[src/rtl/rcn_pkg.sv]
// rcn_pkg: RCN ring packet field positions and GPIO register offsets
package rcn_pkg;
   localparam int RCN_W   = 69;
   localparam int VALID   = 68;
   localparam int PEND    = 67;
   localparam int WR      = 66;
   localparam int ID_HI   = 65;
   localparam int ID_LO   = 60;
   localparam int MASK_HI = 59;
   localparam int MASK_LO = 56;
   localparam int ADDR_HI = 55;
   localparam int ADDR_LO = 34;
   localparam int SEQ_HI  = 33;
   localparam int SEQ_LO  = 32;
   localparam int DATA_HI = 31;
   localparam int DATA_LO = 0;
   localparam logic [1:0] GPI     = 2'd0;
   localparam logic [1:0] GPO     = 2'd1;
   localparam logic [1:0] EDGE    = 2'd2;
   localparam logic [1:0] EDGE_EN = 2'd3;
endpackage

[src/rtl/gpio_sync_edge.sv]
// gpio_sync_edge: 2-flop input synchronizer with history flop for rising-edge detection
module gpio_sync_edge #(
   parameter logic [31:0] RESET_VAL = 32'd0
) (
   input  logic        clk,
   input  logic        rst,
   input  logic [31:0] gpi,
   output logic [31:0] sync,
   output logic [31:0] rise
);
   logic [31:0] meta_q, meta_d, sync_q, sync_d, hist_q, hist_d;
   always_comb begin
      meta_d = gpi;
      sync_d = meta_q;
      hist_d = sync_q;
   end
   always_ff @(posedge clk) begin
      if (rst) begin
         meta_q <= RESET_VAL;
         sync_q <= RESET_VAL;
         hist_q <= RESET_VAL;
      end else begin
         meta_q <= meta_d;
         sync_q <= sync_d;
         hist_q <= hist_d;
      end
   end
   assign sync = sync_q;
   assign rise = sync_q & ~hist_q;
endmodule

[src/rtl/rcn_gpio.sv]
// rcn_gpio: RCN ring GPIO responder with byte-masked GPO, edge capture and level irq
module rcn_gpio
   import rcn_pkg::*;
#(
   parameter logic [23:0] ADDR_BASE = 24'hFFFFC0,
   parameter logic [31:0] GPI_RESET = 32'd0,
   parameter logic [31:0] GPO_RESET = 32'd0
) (
   input  logic             clk,
   input  logic             rst,
   input  logic [RCN_W-1:0] rcn_in,
   output logic [RCN_W-1:0] rcn_out,
   input  logic [31:0]      gpi,
   output logic [31:0]      gpo,
   output logic             irq
);
   logic [RCN_W-1:0] rcn_out_q, rcn_out_d;
   logic [31:0] gpo_q, gpo_d, edge_q, edge_d, edge_en_q, edge_en_d;
   logic        irq_q, irq_d;
   logic [31:0] sync, rise, wdata, bm, rd_data;
   logic [3:0]  m;
   logic [1:0]  sel;
   logic        hit, we;
   gpio_sync_edge #(.RESET_VAL(GPI_RESET)) u_sync (
      .clk  (clk),
      .rst  (rst),
      .gpi  (gpi),
      .sync (sync),
      .rise (rise)
   );
   always_comb begin
      hit = rcn_in[VALID] && rcn_in[PEND] && rcn_in[ADDR_HI:ADDR_LO+2] == ADDR_BASE[23:4];
      we = hit && rcn_in[WR];
      sel = rcn_in[ADDR_LO+1:ADDR_LO];
      wdata = rcn_in[DATA_HI:DATA_LO];
      m = rcn_in[MASK_HI:MASK_LO];
      bm = {{8{m[3]}}, {8{m[2]}}, {8{m[1]}}, {8{m[0]}}};
      rd_data = sel == GPI ? sync : sel == GPO ? gpo_q : sel == EDGE ? edge_q : edge_en_q;
      gpo_d = we && sel == GPO ? (gpo_q & ~bm) | (wdata & bm) : gpo_q;
      // a rise in the same cycle as a clear wins
      edge_d = (edge_q & ~(we && sel == EDGE ? wdata & bm : 32'd0)) | rise;
      edge_en_d = we && sel == EDGE_EN ? (edge_en_q & ~bm) | (wdata & bm) : edge_en_q;
      irq_d = |(edge_q & edge_en_q);
      rcn_out_d = hit ? {1'b1, 1'b0, rcn_in[WR:SEQ_LO], rcn_in[WR] ? wdata : rd_data} : rcn_in;
   end
   always_ff @(posedge clk) begin
      if (rst) begin
         rcn_out_q <= '0;
         gpo_q     <= GPO_RESET;
         edge_q    <= '0;
         edge_en_q <= '0;
         irq_q     <= 1'b0;
      end else begin
         rcn_out_q <= rcn_out_d;
         gpo_q     <= gpo_d;
         edge_q    <= edge_d;
         edge_en_q <= edge_en_d;
         irq_q     <= irq_d;
      end
   end
   assign rcn_out = rcn_out_q;
   assign gpo = gpo_q;
   assign irq = irq_q;
endmodule

[config.mk]
export PLATFORM = sky130hd
export DESIGN_NAME = rcn_gpio
export DESIGN_NICKNAME = d
export VERILOG_FILES = /design/src/rtl/rcn_pkg.sv /design/src/rtl/gpio_sync_edge.sv /design/src/rtl/rcn_gpio.sv
export SDC_FILE = /design/constraint.sdc
export NUM_CORES = 1
export LEC_CHECK = 0
export BUFFER_PORTS_ARGS = -buffer_cell sky130_fd_sc_hd__buf_2
export CAP_MARGIN = 20
export CORE_MARGIN = 10
export CORE_UTILIZATION = 35
export CTS_CLUSTER_DIAMETER = 80
export DETAILED_ROUTE_END_ITERATION = 7
export PLACE_DENSITY = 0.66
export SYNTH_ARGS = -nofsm -noshare
export SYNTH_HDL_FRONTEND = slang
export SYNTH_SLANG_ARGS = --single-unit
[constraint.sdc]
create_clock -name clk -period 4.8 [get_ports clk]
set_clock_uncertainty 0.05 [all_clocks]
set_input_delay 1.44 -clock clk [delete_from_list [all_inputs] [get_ports clk]]
set_output_delay 1.44 -clock clk [all_outputs]
set_load 0.05 [all_outputs]
==> results of run 1 <==
## cell type report
cell class	count	area [um2]
fillers	2704	15610
diodes	2	5.005
clock buffers	41	873.3
flip-flops and latches	262	5245
repair buffers	214	1130
multi-input cells	551	4478
well taps	378	473.0
clock inverters	12	118.9
inverters	1	3.754
## per-stage QoR
stage                       util  setup WS (ns)  area (um2)
after floorplan                -          1.927        9943
after global placement    0.4056          1.241       11330
after detailed placement  0.4056          1.226       11330
after CTS                 0.4411          1.774       12320
after global routing      0.4412          1.589       12320
final                     0.4413          1.777       12330
## cells in the final DEF (no fill, tap or decap), types with 10 or more instances in the layout
cell type,Yosys,layout
dfxtp_1,262,262
mux4_2,32,32
o21ai_0,32,32
nand2b_1,129,129
buf_2,8,203
nand4_1,10,10
clkbuf_16,0,31
nor2b_1,165,165
a22oi_1,16,16
a311oi_1,33,33
nand4b_1,33,33
mux2i_1,64,64
## worst reg2reg max path, delay by kind of cell (launching register included)
kind	cells	cell delay, ns
AO/OA/AOI/OAI	1	0.42
flip-flops	1	0.32
AND/OR/NAND/NOR	3	0.58
## logic make-up after synthesis
| logic type | count (synthesis) |
|---|---|
| simple gates | 374 |
| flops | 262 |
| mux | 96 |
| compound gates | 81 |
| buf+inv | 54 |
## power groups by stage
stage	Combinational [uW]	Clock [uW]	Sequential (uW)
5_1_grt	413	2390	2300
3_3_place_gp	380	0	2340
6_report	383	2250	2290
2_1_floorplan	162	0	2430
3_5_place_dp	386	0	2340
4_1_cts	388	2300	2290
## per-layer routing
| layer | routed length (um) | track usage | vias to the layer above |
|---|---|---|---|
| met2 | 12670 | 0.2343 | 197 |
| met4 | 545 | 0.03755 | 0 |
| li1 | - | - | 3431 |
| met1 | 12330 | 0.1923 | 3460 |
| met5 | 0 | 0 | - |
| met3 | 1725 | 0.03951 | 39 |
## worst min-delay path by stage
stage | start | to | cells past startpoint
3_5_place_dp | u_sync.meta_q[29]$_SDFF_PP0_ | u_sync.sync[29]$_SDFF_PP0_ | 1
4_1_cts | u_sync.meta_q[29]$_SDFF_PP0_ | u_sync.sync[29]$_SDFF_PP0_ | 1
3_3_place_gp | u_sync.meta_q[3]$_SDFF_PP0_ | u_sync.sync[3]$_SDFF_PP0_ | 1
5_1_grt | u_sync.meta_q[29]$_SDFF_PP0_ | u_sync.sync[29]$_SDFF_PP0_ | 1
2_1_floorplan | u_sync.meta_q[0]$_SDFF_PP0_ | u_sync.sync[0]$_SDFF_PP0_ | 1
6_report | u_sync.meta_q[24]$_SDFF_PP0_ | u_sync.sync[24]$_SDFF_PP0_ | 1
==> impl_results.md, run 1 <==
- Leading area contributor after synthesis: dfxtp_1
- Worst-Margin Slew: 1.016 ns
- Core ar.: 27930 um2
- Sw Pwr: 1159 uW
- Post-synthesis mux area share: 0.1369
- Fin crit share: 0.6299
- Num CTS Buffers: 30
- Worst path required time: 5.15 ns
- Area share of and/or/nand/nor cells after synthesis: 0.2562
- Remaining Overflow, GRT: 0
- First-pass GRT wire length: 41680 um
- Seq pwr share: 0.465
- Placed cell count: 1406
- Arrival @ worst endpoint: 3.38 ns
- Share of the synthesized area in the top cell type: 0.5275
- R2R Setup Slk: 3.26 ns
- Setup violators final: 0
- Setup repair bufs after CTS: 0
- Post-Syn Area: 9943 um2
- Largest stage delay on the critical path: 0.69 ns
- Sw frac: 0.2353
- CTS clk-pin slew, worst paths: 0.05 ns
- CP delay by family, top: simple AND/OR/NAND/NOR gates
- Die area: 35550 um2
- PortBufs: 204
- Largest family of logic cells by synthesized area: simple AND/OR/NAND/NOR gates
- Max Slew Vio Count: 0
- Via count: 7127
- Tot Pwr: 4925 uW
- Launching point of the worst reg2reg path: edge_q[3]$_SDFF_PP0_
- WL per Instance: 18.66 um
- Synth top cells by count: 262 x dfxtp_1, 165 x nor2b_1, 129 x nand2b_1, 64 x mux2i_1, 40 x clkbuf_1
- Warnings, synthesis: 0
- Mapped Nets: 970
- Post-layout minimum cycle time: 3.023 ns
- 1st-iter DRT viols: 410
- Vias in the first global route: 7073
- Setup_tns: 0 ns
- Outcome: finished clean
- Power density over cell area: 399.5 nW/um2
- Row count: 61
- Reg-to-reg critical path endpoint: irq$_SDFF_PP0_
- CP Capture Type: register
- Die X: 188.6 um
- All-Layer GR Usage: 0.1468
- Via count normalized by instance count: 4.878
- Clock Path Buffers: 3
- Fraction of layout instances using a drive strength above 1: 0.2877
- Worst hold slack: 0.3828 ns
- Xor/xnor share of the synthesized area: 0
- Startpoint Class: primary input
- Worst r2r path cells: 4
- RSZ-0062 raised after global routing: no
- P&R area growth vs syn: 23.97%
- DRC violations left: 0
- Synth cell types: 29
- Seq/Total Area, Yosys: 0.5275
- Final hold violation count: 0
- Critical path startpoint: rcn_in[42]
- Async SR Flop Fraction: 0
- Largest net degree at the start of global routing: 137
- Initial antenna violation count: 2
- DRT Pass-1 Iters: 5
- WS Path Type: primary input to register
- #FFs+latches synth: 262
- Max-cap violations: 0
- CTS H-Tree Depth: 1
- Detailed Route WL: 27270 um
- Clock share of power: 0.457
- P_leak: 0.005385 uW
- Cell depth of the worst setup path: 6
- Hold_buf cts: 0
- Effective utilization at floorplan: 0.3560
- Die Y: 188.6 um
- CP max FO: 19
- Clock sink count: 262
- Post-synth EDFFs: 0
- Number of gates resized after cts: 0
- Number of routed nets with antenna violations: 0
- VDD IR max: 0.2920 mV
- Synthesized area per cell: 11.47 um2
- Top-count cell post-synth: dfxtp_1
- HPWL after detailed placement: 19190 um
- Compound-cell area share of the yosys netlist: 0.05725
- Slew headroom: 0.3230
- Crit path buf inv count: 2
- Slowest cell on the critical path: nor4_4
- Synth top area cells: dfxtp_1 53%, nor2b_1 10%, nand2b_1 8.1%
- Io pins: 205
- Internal power: 3766 uW
- Worst Hold Class: register to register
- Comb power frac: 0.078
- Post-Layout Cell Count: 1461
- CTS tree: done
- Synth Flop Type: dfxtp_1
- Worst-Skew Late Latency: 0.54 ns
- RD Place Congestion: 0.7528
- Area share of fa/ha/maj cells after synthesis: 0
- Critical Path, Cell by Cell: buf_2 -> nand2_1 -> nor4_4 -> buf_4 -> nand4_2 -> mux2i_1
- CTS root buffer: clkbuf_16
- Nets: 1163
- Max Freq: 0.3308 GHz
- Post-Syn Instances: 867
Power figures use the tool's default switching activity.
==> inputs of run 2 (changes only) <==
--- a/config.mk
+++ b/config.mk
@@ -5,6 +5,7 @@
 export SDC_FILE = /design/constraint.sdc
 export NUM_CORES = 1
 export LEC_CHECK = 0
+export ABC_AREA = 1
 export BUFFER_PORTS_ARGS = -buffer_cell sky130_fd_sc_hd__buf_2
 export CAP_MARGIN = 20
 export CORE_MARGIN = 10
==> constraint.sdc (replaced) <==
create_clock -name clk -period 2.9 [get_ports clk]
set_clock_uncertainty 0.05 [all_clocks]
set_input_delay 0.87 -clock clk [delete_from_list [all_inputs] [get_ports clk]]
set_output_delay 0.87 -clock clk [all_outputs]
set_load 0.05 [all_outputs]
==> run 2 against run 1 <==
Clock power rose by 74%. Synthesized cell count rose by 62%. Critical path type is now register to output pin. First-iteration DRC count up 31%. Total power rose by 72%. Sequential power is 65% higher. Largest power group is now the clock network. Non-clock buffer count is 18 higher. Combinational power grew 100%.
==> impl_results.md, run 2 <==
- Outcome: finished clean
- Comb power frac: 0.092 (+0.014)
- Setup_tns: 0 ns (unchanged)
- Dpl cell area: 11650 um2 (+2.8%)
- PortBufs: 204 (unchanged)
- Largest stage delay on the critical path: 0.39 ns (-0.30 ns)
- Worst path required time: 1.98 ns (-3.17 ns)
- Multi-input gate area: 3861 um2 (-14%)
- CP max FO: 3 (-16)
- First-pass GRT wire length: 48870 um (+17%)
- Launching point of the worst reg2reg path: edge_q[19]$_SDFF_PP0_
- WL per Instance: 15.54 um (-17%)
- Max-cap violations: 0 (unchanged)
- CTS tree: done
- Clock Path Buffers: 3 (unchanged)
- M1 GR Usage: 0.1987 (+0.006379)
- Internal power: 6392 uW (+70%)
- CP Capture Type: output pin
- Reg-to-reg critical path endpoint: irq$_SDFF_PP0_
- Worst Hold Class: register to register
- Fillers: 3020 (+12%)
- DRC violations left: 0 (unchanged)
- Warnings, synthesis: 0 (unchanged)
- Post-route setup slack: 0.7393 ns (-1.037 ns)
- Post-layout minimum cycle time: 2.161 ns
- Worst-Skew Late Latency: 0.54 ns (about the same)
- Slowest cell on the critical path: dfxtp_1
- Via count normalized by instance count: 4.719 (-3.3%)
- All-Layer GR Usage: 0.1640 (+0.01720)
- CP delay by family, top: flip-flops
- Via count: 9396 (+32%)
- Crit path buf inv count: 1 (-1)
- Endpoint, Worst Hold: u_sync.sync[7]$_SDFF_PP0_
- Gr busiest metal: met2
- WS Path Type: register to output pin
- Synth top cells by count: 369 x nor2_1, 262 x dfxtp_1, 206 x inv_1, 188 x nand2_1, 66 x nand4_1
- RSZ-0062 raised after global routing: no
- VDD IR max: 0.4409 mV (+51%)
- Row count: 62 (+1.6%)
- RD Place Congestion: 0.8096 (+7.5%)
- GR Layer Usage met3: 0.05193 (+0.01242)
- Detailed Route WL: 30940 um (+13%)
- Setup repair bufs after CTS: 0 (unchanged)
- Depth of the worst hold-timing path: 2 (+1)
- Fraction of layout instances using a drive strength above 1: 0.1924 (-0.09529)
- Clock sink count: 262 (unchanged)
- Top-count cell post-synth: nor2_1
- Synth cell types: 27 (-6.9%)
- Worst-Margin Slew: 0.6420 ns (-0.3736 ns)
- Clock share of power: 0.462 (+0.005)
- CTS root buffer: clkbuf_16
- R2R Setup Slk: 1.60 ns (-1.66 ns)
- Effective utilization at floorplan: 0.3568 (+0.0008371)
- Hold Crit Start: u_sync.meta_q[7]$_SDFF_PP0_
- Sw Pwr: 2068 uW (+78%)
- Die X: 191.5 um (+1.6%)
- Seq pwr share: 0.446 (-0.019)
- P_leak: 0.006038 uW (+12%)
- Synth Flop Type: dfxtp_1
- Max Freq: 0.4628 GHz
- P&R area growth vs syn: 23.21%
- Met2 usage in global routing: 0.2741 (+0.03978)
- Seq/Total Area, Yosys: 0.5094 (-0.01808)
- Die Y: 191.5 um (+1.6%)
- Startpoint Class: register
- Post-synth EDFFs: 0 (unchanged)
- Most frequent cells in the layout: 369 x nor2_1, 262 x dfxtp_1, 206 x inv_1
- CTS clk-pin slew, worst paths: 0.06 ns (about the same)
- Post-Syn Instances: 1403 (+62%)
- Mapped Nets: 1506 (+55%)
- Most common cell after layout, fill and taps aside: nor2_1
- Synth top area cells: dfxtp_1 51%, nor2_1 13%, inv_1 7.5%
- #FFs+latches synth: 262 (unchanged)
- Number of routed nets with antenna violations: 0 (unchanged)
- Num CTS Buffers: 28 (-6.7%)
- 1st-iter DRT viols: 539 (+31%)
- Sw frac: 0.2444 (+0.009126)
- Register area: 5245 um2 (unchanged)
- DRT Pass-1 Iters: 5 (unchanged)
- Remaining Overflow, GRT: 0 (unchanged)
- Max Slew Vio Count: 0 (unchanged)
- Io pins: 205 (unchanged)
- Hold_buf cts: 0 (unchanged)
- Async SR Flop Fraction: 0 (unchanged)
- HPWL after detailed placement: 21420 um (+12%)
- Leading area contributor after synthesis: dfxtp_1
- Setup violators final: 0 (unchanged)
- Initial antenna violation count: 3 (+1)
- Core ar.: 28860 um2 (+3.3%)
- CTS H-Tree Depth: 1 (unchanged)
- Post-Syn Area: 10300 um2 (+3.5%)
- Vias in the first global route: 9381 (+33%)
- Critical Path, Cell by Cell: buf_2
- Die area: 36680 um2 (+3.2%)
- Largest net degree at the start of global routing: 137 (unchanged)
- Final hold violation count: 0 (unchanged)
- Nets: 1688 (+45%)
- Fin area: 12690 um2 (+2.9%)
- Slew headroom: 0.5720 (+0.2490)
- Share of the synthesized area in the top cell type: 0.5094 (-0.01808)
- Synthesized area per cell: 7.339 um2 (-36%)
- Power density over cell area: 666.9 nW/um2 (+67%)
- Fin crit share: 0.7451
- Pre-CTS WS: 0.4589 ns (-0.7668 ns)
- Worst r2r path cells: 6 (+2)
- Arrival @ worst endpoint: 1.24 ns (-2.14 ns)
- Number of gates resized after cts: 0 (unchanged)
==> run 2: cell types whose count changed after synthesis, sizes merged, moves of 50 or more <==
cell / delta
mux2i: -64
nor2: +372
nand2b: -129
nor2b: -165
nand2: +183
nand4: +50
inv: +212
o21ai: +67
==> run 2: kinds of logic after synthesis <==
family / Yosys count / share of synthesized area
buf+inv: 293 / 0.1165
compound gates: 177 / 0.09564
flops: 262 / 0.5094
simple gates: 671 / 0.2784
==> run 2: metrics by stage <==
stage,hold WS (ns),util,cells,power [uW]
floorplan,0.3383,-,1403,4365
global placement,0.3408,0.4036,1939,4625
detailed placement,0.3474,0.4036,1939,4635
CTS,0.3546,0.4395,1990,8560
global route,0.3665,0.4395,1990,8783
finish,0.3521,0.4396,1991,8460
==> run 2: worst max path at each step <==
stage / startpoint / end / slack, ns / cells past startpoint
detailed placement: rcn_in[34] / edge_q[8]$_SDFF_PP0_ / 0.46 / 9
finish: register / gpo[25] / 0.74 / 1
global placement: rcn_in[46] / register / 0.53 / 11
floorplan: rcn_in[35] / rcn_out[23]$_SDFF_PP0_ / 0.93 / 7
global route: register / gpo[24] / 0.68 / 1
CTS: register / gpo[24] / 0.70 / 1
==> run 2: cell type report <==
| cell class | instances | area share |
|---|---|---|
| Inverter | 213 | 0.06312 |
| Clock buffer | 40 | 0.06914 |
| Clock inverter | 11 | 0.01262 |
| Sequential cell | 262 | 0.4135 |
| Tap cell | 384 | 0.03787 |
| Timing Repair Buffer | 232 | 0.09922 |
| Antenna cell | 1 | 0.0001973 |
| Multi-Input combinational cell | 848 | 0.3044 |
==> run 2: worst register-to-register path, delay by kind of cell, from the launching register on <==
kind / cells / cell delay, ns
flops: 1 / 0.33
simple gates: 4 / 0.47
compound gates: 2 / 0.31
==> run 2: routing by layer <==
| layer | share of wire | wire, um |
|---|---|---|
| met2 | 0.46 | 14110 |
| met1 | 0.43 | 13410 |
| met3 | 0.087 | 2684 |
| met5 | 0.00074 | 23 |
| met4 | 0.023 | 708 |
==> run 2: power groups by stage <==
stage	Sequential, uW	Combinational (uW)	Clock, uW
global route	3790	860	4140
global placement	3850	773	0
CTS	3780	783	4000
floorplan	4030	338	0
detailed placement	3850	781	0
finish	3780	776	3910
